**src/rtl/rv_trap_ctrl.sv**
```systemverilog
// rv_trap_ctrl: machine-mode trap entry/exit sequencer (exceptions, mret, MEI/MSI/MTI).
// Define TRAP_MTVAL_EN to add the mtval write state.
module rv_trap_ctrl #(
  parameter logic [31:0] RESET_PC = 32'h0000_0000,
  parameter bit VECTORED_EN = 1'b1
) (
  input  logic        i_clk,
  input  logic        i_reset,
  input  logic        i_exc_valid,
  input  logic [3:0]  i_exc_cause,
  input  logic [31:0] i_exc_pc,
  input  logic [31:0] i_exc_tval,
  input  logic        i_mret,
  input  logic        i_irq_ext,
  input  logic        i_irq_timer,
  input  logic        i_irq_soft,
  input  logic        i_mstatus_mie,
  input  logic [2:0]  i_mie,
  input  logic [31:0] i_mtvec,
  input  logic [31:0] i_mepc,
  input  logic [31:0] i_int_pc,
  input  logic        i_flush_ack,
  input  logic        i_csr_busy,
  output logic        o_flush_req,
  output logic        o_csr_we,
  output logic [11:0] o_csr_idx,
  output logic [31:0] o_csr_wdata,
  output logic        o_status_trap,
  output logic        o_status_mret,
  output logic        o_redirect,
  output logic [31:0] o_redirect_pc,
  output logic [2:0]  o_mip,
  output logic        o_busy
);
  localparam logic [3:0] IDLE     = 4'd0;
  localparam logic [3:0] DRAIN    = 4'd1;
  localparam logic [3:0] W_EPC    = 4'd2;
  localparam logic [3:0] W_CAUSE  = 4'd3;
  localparam logic [3:0] STATUS   = 4'd5;
  localparam logic [3:0] REDIRECT = 4'd6;
  localparam logic [3:0] M_DRAIN  = 4'd7;
  localparam logic [3:0] M_STATUS = 4'd8;
`ifdef TRAP_MTVAL_EN
  localparam logic [3:0] W_TVAL   = 4'd4;
  logic [31:0] tval;
`else
  logic unused_tval;
  assign unused_tval = ^i_exc_tval;
`endif
  logic [3:0]  state, state_n, code, irq_code;
  logic        intr, irq, wr_done, vec;
  logic [2:0]  pend;
  logic [31:0] epc, base, target;
  logic        unused_mepc;
  assign unused_mepc = i_mepc[0];
  assign pend = o_mip & i_mie & {3{i_mstatus_mie}};
  assign irq = |pend;
  // {MEIP, MTIP, MSIP}: external beats software beats timer
  assign irq_code = pend[2] ? 4'd11 : pend[0] ? 4'd3 : 4'd7;
  assign wr_done = o_csr_we && !i_csr_busy;
  assign base = {i_mtvec[31:2], 2'b00};
  assign vec = VECTORED_EN && i_mtvec[1:0] == 2'b01 && intr;
  assign target = (state == M_STATUS) ? {i_mepc[31:1], 1'b0} : base + (vec ? {26'b0, code, 2'b00} : 32'b0);
  always_comb begin
    state_n = state;
    case (state)
      IDLE:     state_n = i_exc_valid ? DRAIN : i_mret ? M_DRAIN : irq ? DRAIN : IDLE;
      DRAIN:    state_n = i_flush_ack ? W_EPC : DRAIN;
      W_EPC:    state_n = wr_done ? W_CAUSE : W_EPC;
`ifdef TRAP_MTVAL_EN
      W_CAUSE:  state_n = wr_done ? W_TVAL : W_CAUSE;
      W_TVAL:   state_n = wr_done ? STATUS : W_TVAL;
`else
      W_CAUSE:  state_n = wr_done ? STATUS : W_CAUSE;
`endif
      STATUS:   state_n = REDIRECT;
      M_DRAIN:  state_n = i_flush_ack ? M_STATUS : M_DRAIN;
      M_STATUS: state_n = REDIRECT;
      default:  state_n = IDLE;
    endcase
  end
  always_comb begin
    o_csr_we    = 1'b1;
    o_csr_idx   = 12'h000;
    o_csr_wdata = 32'h0;
    case (state)
      W_EPC:   begin o_csr_idx = 12'h341; o_csr_wdata = epc; end
      W_CAUSE: begin o_csr_idx = 12'h342; o_csr_wdata = {intr, 27'b0, code}; end
`ifdef TRAP_MTVAL_EN
      W_TVAL:  begin o_csr_idx = 12'h343; o_csr_wdata = tval; end
`endif
      default: o_csr_we = 1'b0;
    endcase
  end
  assign o_busy        = state != IDLE;
  assign o_flush_req   = state == DRAIN || state == M_DRAIN;
  assign o_status_trap = state == STATUS;
  assign o_status_mret = state == M_STATUS;
  assign o_redirect    = state == REDIRECT;
  always_ff @(posedge i_clk or posedge i_reset) begin
    if (i_reset) begin
      state         <= IDLE;
      o_mip         <= 3'b000;
      code          <= 4'd0;
      intr          <= 1'b0;
      epc           <= 32'h0;
      o_redirect_pc <= RESET_PC;
    end else begin
      state <= state_n;
      o_mip <= {i_irq_ext, i_irq_timer, i_irq_soft};
      if (state == IDLE && i_exc_valid) begin
        code <= i_exc_cause;
        intr <= 1'b0;
        epc  <= i_exc_pc;
      end else if (state == IDLE && !i_mret && irq) begin
        code <= irq_code;
        intr <= 1'b1;
      end
      // interrupts take the PC of the oldest unretired instruction once drained
      if (state == DRAIN && intr && i_flush_ack) epc <= i_int_pc;
      if (state_n == REDIRECT) o_redirect_pc <= target;
    end
  end
`ifdef TRAP_MTVAL_EN
  always_ff @(posedge i_clk or posedge i_reset) begin
    if (i_reset) tval <= 32'h0;
    else if (state == IDLE && i_exc_valid) tval <= i_exc_tval;
    else if (state == IDLE && !i_mret && irq) tval <= 32'h0;
  end
`endif
endmodule
```
**config.mk**
```make
export PLATFORM = sky130hd
export DESIGN_NAME = rv_trap_ctrl
export DESIGN_NICKNAME = d
export VERILOG_FILES = /design/src/rtl/rv_trap_ctrl.sv
export SDC_FILE = /design/constraint.sdc
export NUM_CORES = 1
export LEC_CHECK = 0
export ABC_AREA = 1
export CELL_PAD_IN_SITES_DETAIL_PLACEMENT = 1
export CELL_PAD_IN_SITES_GLOBAL_PLACEMENT = 1
export CORE_MARGIN = 2
export CORE_UTILIZATION = 27
export DETAILED_ROUTE_END_ITERATION = 10
export PLACE_DENSITY = 0.92
export SYNTH_ARGS = -nofsm -noshare
export SYNTH_HDL_FRONTEND = slang
export SYNTH_SLANG_ARGS = --single-unit
```
**constraint.sdc**
```tcl
create_clock -name i_clk -period 2.7 [get_ports i_clk]
set_clock_uncertainty 0.05 [all_clocks]
set_input_delay 0.27 -clock i_clk [delete_from_list [all_inputs] [get_ports i_clk]]
set_output_delay 0.27 -clock i_clk [all_outputs]
set_load 0.03 [all_outputs]
```
==> impl_metrics.ini <==
[outcome]
outcome = finished, final reports clean

[grt]
grt_max_degree = 51
antenna_found_initial = 0
busiest_layer = met2
use_met3_pct = 5.96
grt_pass1_vias = 5677
grt_pass1_wl_um = 29800
grt_util_met1_pct = 23.9
grt_overflow = 0
grt.met2_usage_pct = 37.6
globalRouteTotalUtil_pct = 20.8

[critical_path]
cp.arrival_ps = 2180
critPathKind = reg2out
worstPathMaxFanout = 23
crit_path_start_kind = flop
required_ps = 2380
endpoint_kind = primary output

[route]
vias_per_cell = 4.80
drt_iter0_drc = 254
final_antenna_net_count = 0
wl_per_cell_um = 17.3
drcViolationCount = 0
drt-total-wl_um = 19500
vias = 5385
first_pass_iters = 4

[placed_design]
io_buffers = 220
placed_cells_incl_taps = 1107
place_congestion = 0.850
place_ws_ps = -11.1
placed_area_mm2 = 0.00713
hpwlAfterDp_um = 15500

[job]
maxCapViolCount = 0

[finish]
finalNonFillerCells = 1123
area_delta_synth_final_pct = 55.0
regArea_mm2 = 0.00188
stdcell_area_mm2 = 0.00748
drive_gt1_share_pct = 9.35
final_cell_mix = clkdlybuf4s50_1, nand2_1, nor2_1
layout_commonest_cell = clkdlybuf4s50_1
multi_input_area_mm2 = 0.00238
antenna_cells = 0
fin_nets = 1075
fin_util_pct = 43.1
nFillCells = 2141

[yosys]
synthDistinctLibCells = 40
synth_edf_count = 0
synthFlopType = dfrtp_1
ys_warn_count = 0
synthCells = 680
syn_area_mm2 = 0.00482
ys_ff_latch = 75
ys_seq_area_share_pct = 38.9
avgSynthCellArea_um2 = 7.09
async_reset_ff_share_pct = 100

[die]
io_pins = 262
rows = 48
core_area_mm2 = 0.0174
die_w_um = 138
die_h_um = 138
die_area_mm2 = 0.0189
start_util_pct = 27.8

[cts]
cts_max_level = 3
hold_buffers = 0
tritoncts = done
cts_sinks = 75
postCtsResizedCells = 0
numCtsBuffers = 9
cts_setup_buffers = 0
max-clock-path-buffers = 2
root_buffer = clkbuf_16
clk_latency_ps = 340
clk_pin_slew_worst_paths_ps = 70

[timing]
tns_ps = 0
final_max_slew_viol_count = 0
finalWorstSetupSlack_ps = 203
hold_viol = 0
grt_setup_unrepaired = no
worst_pin_slew_ps = 759
period_needed_ps = 2500
setup-violations-final = 0
slew_headroom_pct = 49.3
holdWs_ps = 245
finalCritPeriodShare_pct = 92.5
fmax_ghz = 0.400

[power]
p_leak_nw = 3.47
powerDensity_mw_per_mm2 = 937
totalPowerFinal_mw = 7.00
peakVddDrop_uv = 498

[worst_hold_path]
min_path_type = in2async
[logic make-up (layout without fill, tap and decap cells)]
kind of cell / count (synthesis) / in the layout / share of synthesized area [%]
other: 1 / 8 / 0.0777
xor gates and xnor gates: 2 / 2 / 0.363
AOI/OAI and AO/OA: 118 / 118 / 14.8
adders and majority gates: 5 / 5 / 1.45
buffers and inverters: 123 / 334 / 12.3
DFF: 75 / 75 / 38.9
and+or+nand+nor: 356 / 356 / 32.1
[sequential cells by signal (all words and copies together) (netlist names)]
| name | cells |
|---|---|
| code | 4 |
| intr | 1 |
| epc | 32 |
| state | 4 |
| o_redirect_pc | 31 |
| o_mip | 3 |
[layer usage]
layer	vias to the layer above	share of wire, %
met5	-	0
met1	2547	40
met4	0	1.7
met2	217	50
li1	2599	-
met3	22	8.4
[final timing paths]
check | startpoint | to | slack (ps) | cells after the start
worst max-delay path | state[3]$_DFF_PP0_ | o_csr_idx[0] | 200 | 8
worst min-delay path | i_reset | o_redirect_pc[1]$_DFFE_PP0N_ | 240 | 2
worst max register to register | intr$_DFFE_PP0P_ | o_redirect_pc[12]$_DFFE_PP0N_ | 290 | 14
worst min register to register | o_redirect_pc[17]$_DFFE_PP0N_ | o_redirect_pc[17]$_DFFE_PP0N_ | 430 | 2
max in group asynchronous | i_reset | epc[8]$_DFFE_PP0P_ | 1690 | 3
min in group i_clk | i_irq_ext | o_mip[2]$_DFF_PP0_ | 320 | 1
[power breakdown]
group | internal [mW] | leakage [nW] | total [mW] | switching [mW]
combinational | 1.42 | 2.41 | 3.70 | 2.28
clock | 0.906 | 0.159 | 1.43 | 0.525
sequential | 1.64 | 0.906 | 1.87 | 0.229
[critical path, stage by stage (launching register included)]
cell,delay (ps)
dfrtp_1,440
inv_1,90
nand2_2,100
nor2_1,170
nand2_1,330
buf_4,350
buf_4,160
inv_1,40
buf_4,150
[cell type report]
type                       instances  share of cell area, %
tap                              225                   3.77
sequential                        75                   25.1
multi-input combinational        489                   31.8
timing repair buffer             231                   30.3
inverter                          87                   4.42
clock buffer                      10                   3.06
clock inverter                     6                   1.52
[synth_stat cells, drive strengths merged (2+ instances only)]
library cell,number,area (um^2)
and2,2,12.5
o21bai,2,15.0
o21ai,62,314
nand3b,11,82.6
xor2,2,17.5
or2,7,43.8
o22ai,5,31.3
inv,87,329
ha,4,50.1
o211ai,4,30.0
nand4,5,31.3
nor3,5,36.3
a21oi,4,20.0
nand3,48,253
nor2,94,375
a22oi,32,240
buf,35,260
nand2,183,707
dfrtp,75,1880
a31oi,6,37.5
No activity file was read; power rests on OpenSTA's default activity.
==> edit: new RTL, same flow settings <==
Build with the macro `TRAP_MTVAL_EN` defined.
--- a/src/rtl/rv_trap_ctrl.sv
+++ b/src/rtl/rv_trap_ctrl.sv
@@ -1,5 +1,7 @@
 // rv_trap_ctrl: machine-mode trap entry/exit sequencer (exceptions, mret, MEI/MSI/MTI).
 // Define TRAP_MTVAL_EN to add the mtval write state.
+`define TRAP_MTVAL_EN
+
 module rv_trap_ctrl #(
   parameter logic [31:0] RESET_PC = 32'h0000_0000,
   parameter bit VECTORED_EN = 1'b1
Check against the original RTL: not equivalent (a bounded check fails within 10 cycles, from zero or initial values and one cycle with i_reset high).
==> edit against the original RTL <==
  * Combinational power rose by 35%
  * Highest routed layer unchanged
  * Routed wire length rose by 33%
  * Critical path depth rose by 1
  * Cell count rose by 25%
  * Worst setup slack got worse by 0.075 ns
  * Synthesized area rose by 28%
  * Power rose by 31%
  * Sequential cell count rose by 32
  * Critical path type unchanged
  * Count of clock-buffer cells in the layout fell by 1
  * Design area rose by 26%
  * Hold slack improved by 0.041 ns
==> edit: results (changes against the original RTL) <==
Setup path
  – Setup crit end: o_csr_wdata[11]
  – Reg2reg path depth: 15 (+1)
  – R2R Setup Slk: 0.27 ns (-0.02 ns)
  – CP Max Fanout: 12 (-48%)

Logic synthesis
  – Area contributors post-synth: dfrtp_1, nand2_1, inv_1, nand3_1, o211ai_1
  – Synth Area in XOR/XNOR: 0.141% (-0.22 points)
  – Post-Synthesis Cells: 868 (+28%)
  – Seq/Total Area, Yosys: 43.2% (+4.3 points)
  – Netlist cell types: 37 (-7.5%)
  – Post-Synth Adder-Cell Area: 1.13% (-0.32 points)

Clock tree
  – Post-CTS sizing: 1 (+1)
  – Clock Pin Slew Worst Setup and Hold Paths: 0.09 ns (+0.02 ns)
  – Clk_lat worst skew: 0.37 ns (+0.03 ns)

Pwr
  – Clock group share of total power: 16.7% (-3.7 points)
  – Comb pwr share: 54.3% (+1.5 points)
  – Power Total: 9.18 mW (+31%)

Timing
  – Slew HR: 54.7% (+5.5 points)
  – WHS: 0.285 ns (+0.0408 ns)

Detailed routing
  – Iteration-0 DRC count of the detailed router: 320 (+26%)
  – First-pass iteration count of the detailed router: 5 (+1)
  – Final WL: 25.9 mm (+33%)
  – Vias per cell: 4.93 (+2.9%)
  – Vias: 6943 (+29%)

Placement
  – Placed cells: 1387 (+25%)
  – Port bufs: 252 (+15%)
  – Post-DP HPWL: 20.1 mm (+30%)

Global route
  – Overall Global Routing Usage: 21.4% (+0.58 points)
  – First-pass GRT wire length: 40.0 mm (+34%)

Cells and area
  – Layout cell share with drive strength beyond 1: 9.00% (-0.35 points)
  – Largest registers: epc (32), tval (32), o_redirect_pc (31)
  – Post-layout net count: 1299 (+21%)

Worst hold path
  – Worst Hold Class: primary input to flip-flop

Status
  – Outcome: completed
edit: final cells by class:
class                      instances  area (µm²)
clock buffer                       9         225
clock inverter                     7         103
fill                            2769       13100
inverter                         125         477
multi-input combinational        598        2830
sequential                       107        2680
tap                              285         357
timing repair buffer             276        2760
edit: stage by stage:
| stage | utilization [%] | setup slack (ns) |
|---|---|---|
| 2_1_floorplan | - | 0.566 |
| 6_report | 41.7 | 0.127 |
| 3_3_place_gp | 40.1 | 0.0485 |
| 5_1_grt | 41.7 | 0.00442 |
| 3_5_place_dp | 40.1 | -0.0560 |
| 4_1_cts | 41.5 | 0.0674 |
edit: metal layers:
metal | wire length [µm] | share of wire [%] | up-vias | GRT usage [%]
li1 | - | - | 3257 | -
met1 | 10200 | 39 | 3331 | 24.7
met2 | 12900 | 50 | 308 | 37.9
met3 | 2060 | 7.9 | 47 | 5.68
met4 | 815 | 3.1 | 0 | 8.17
met5 | 0 | 0 | - | 0
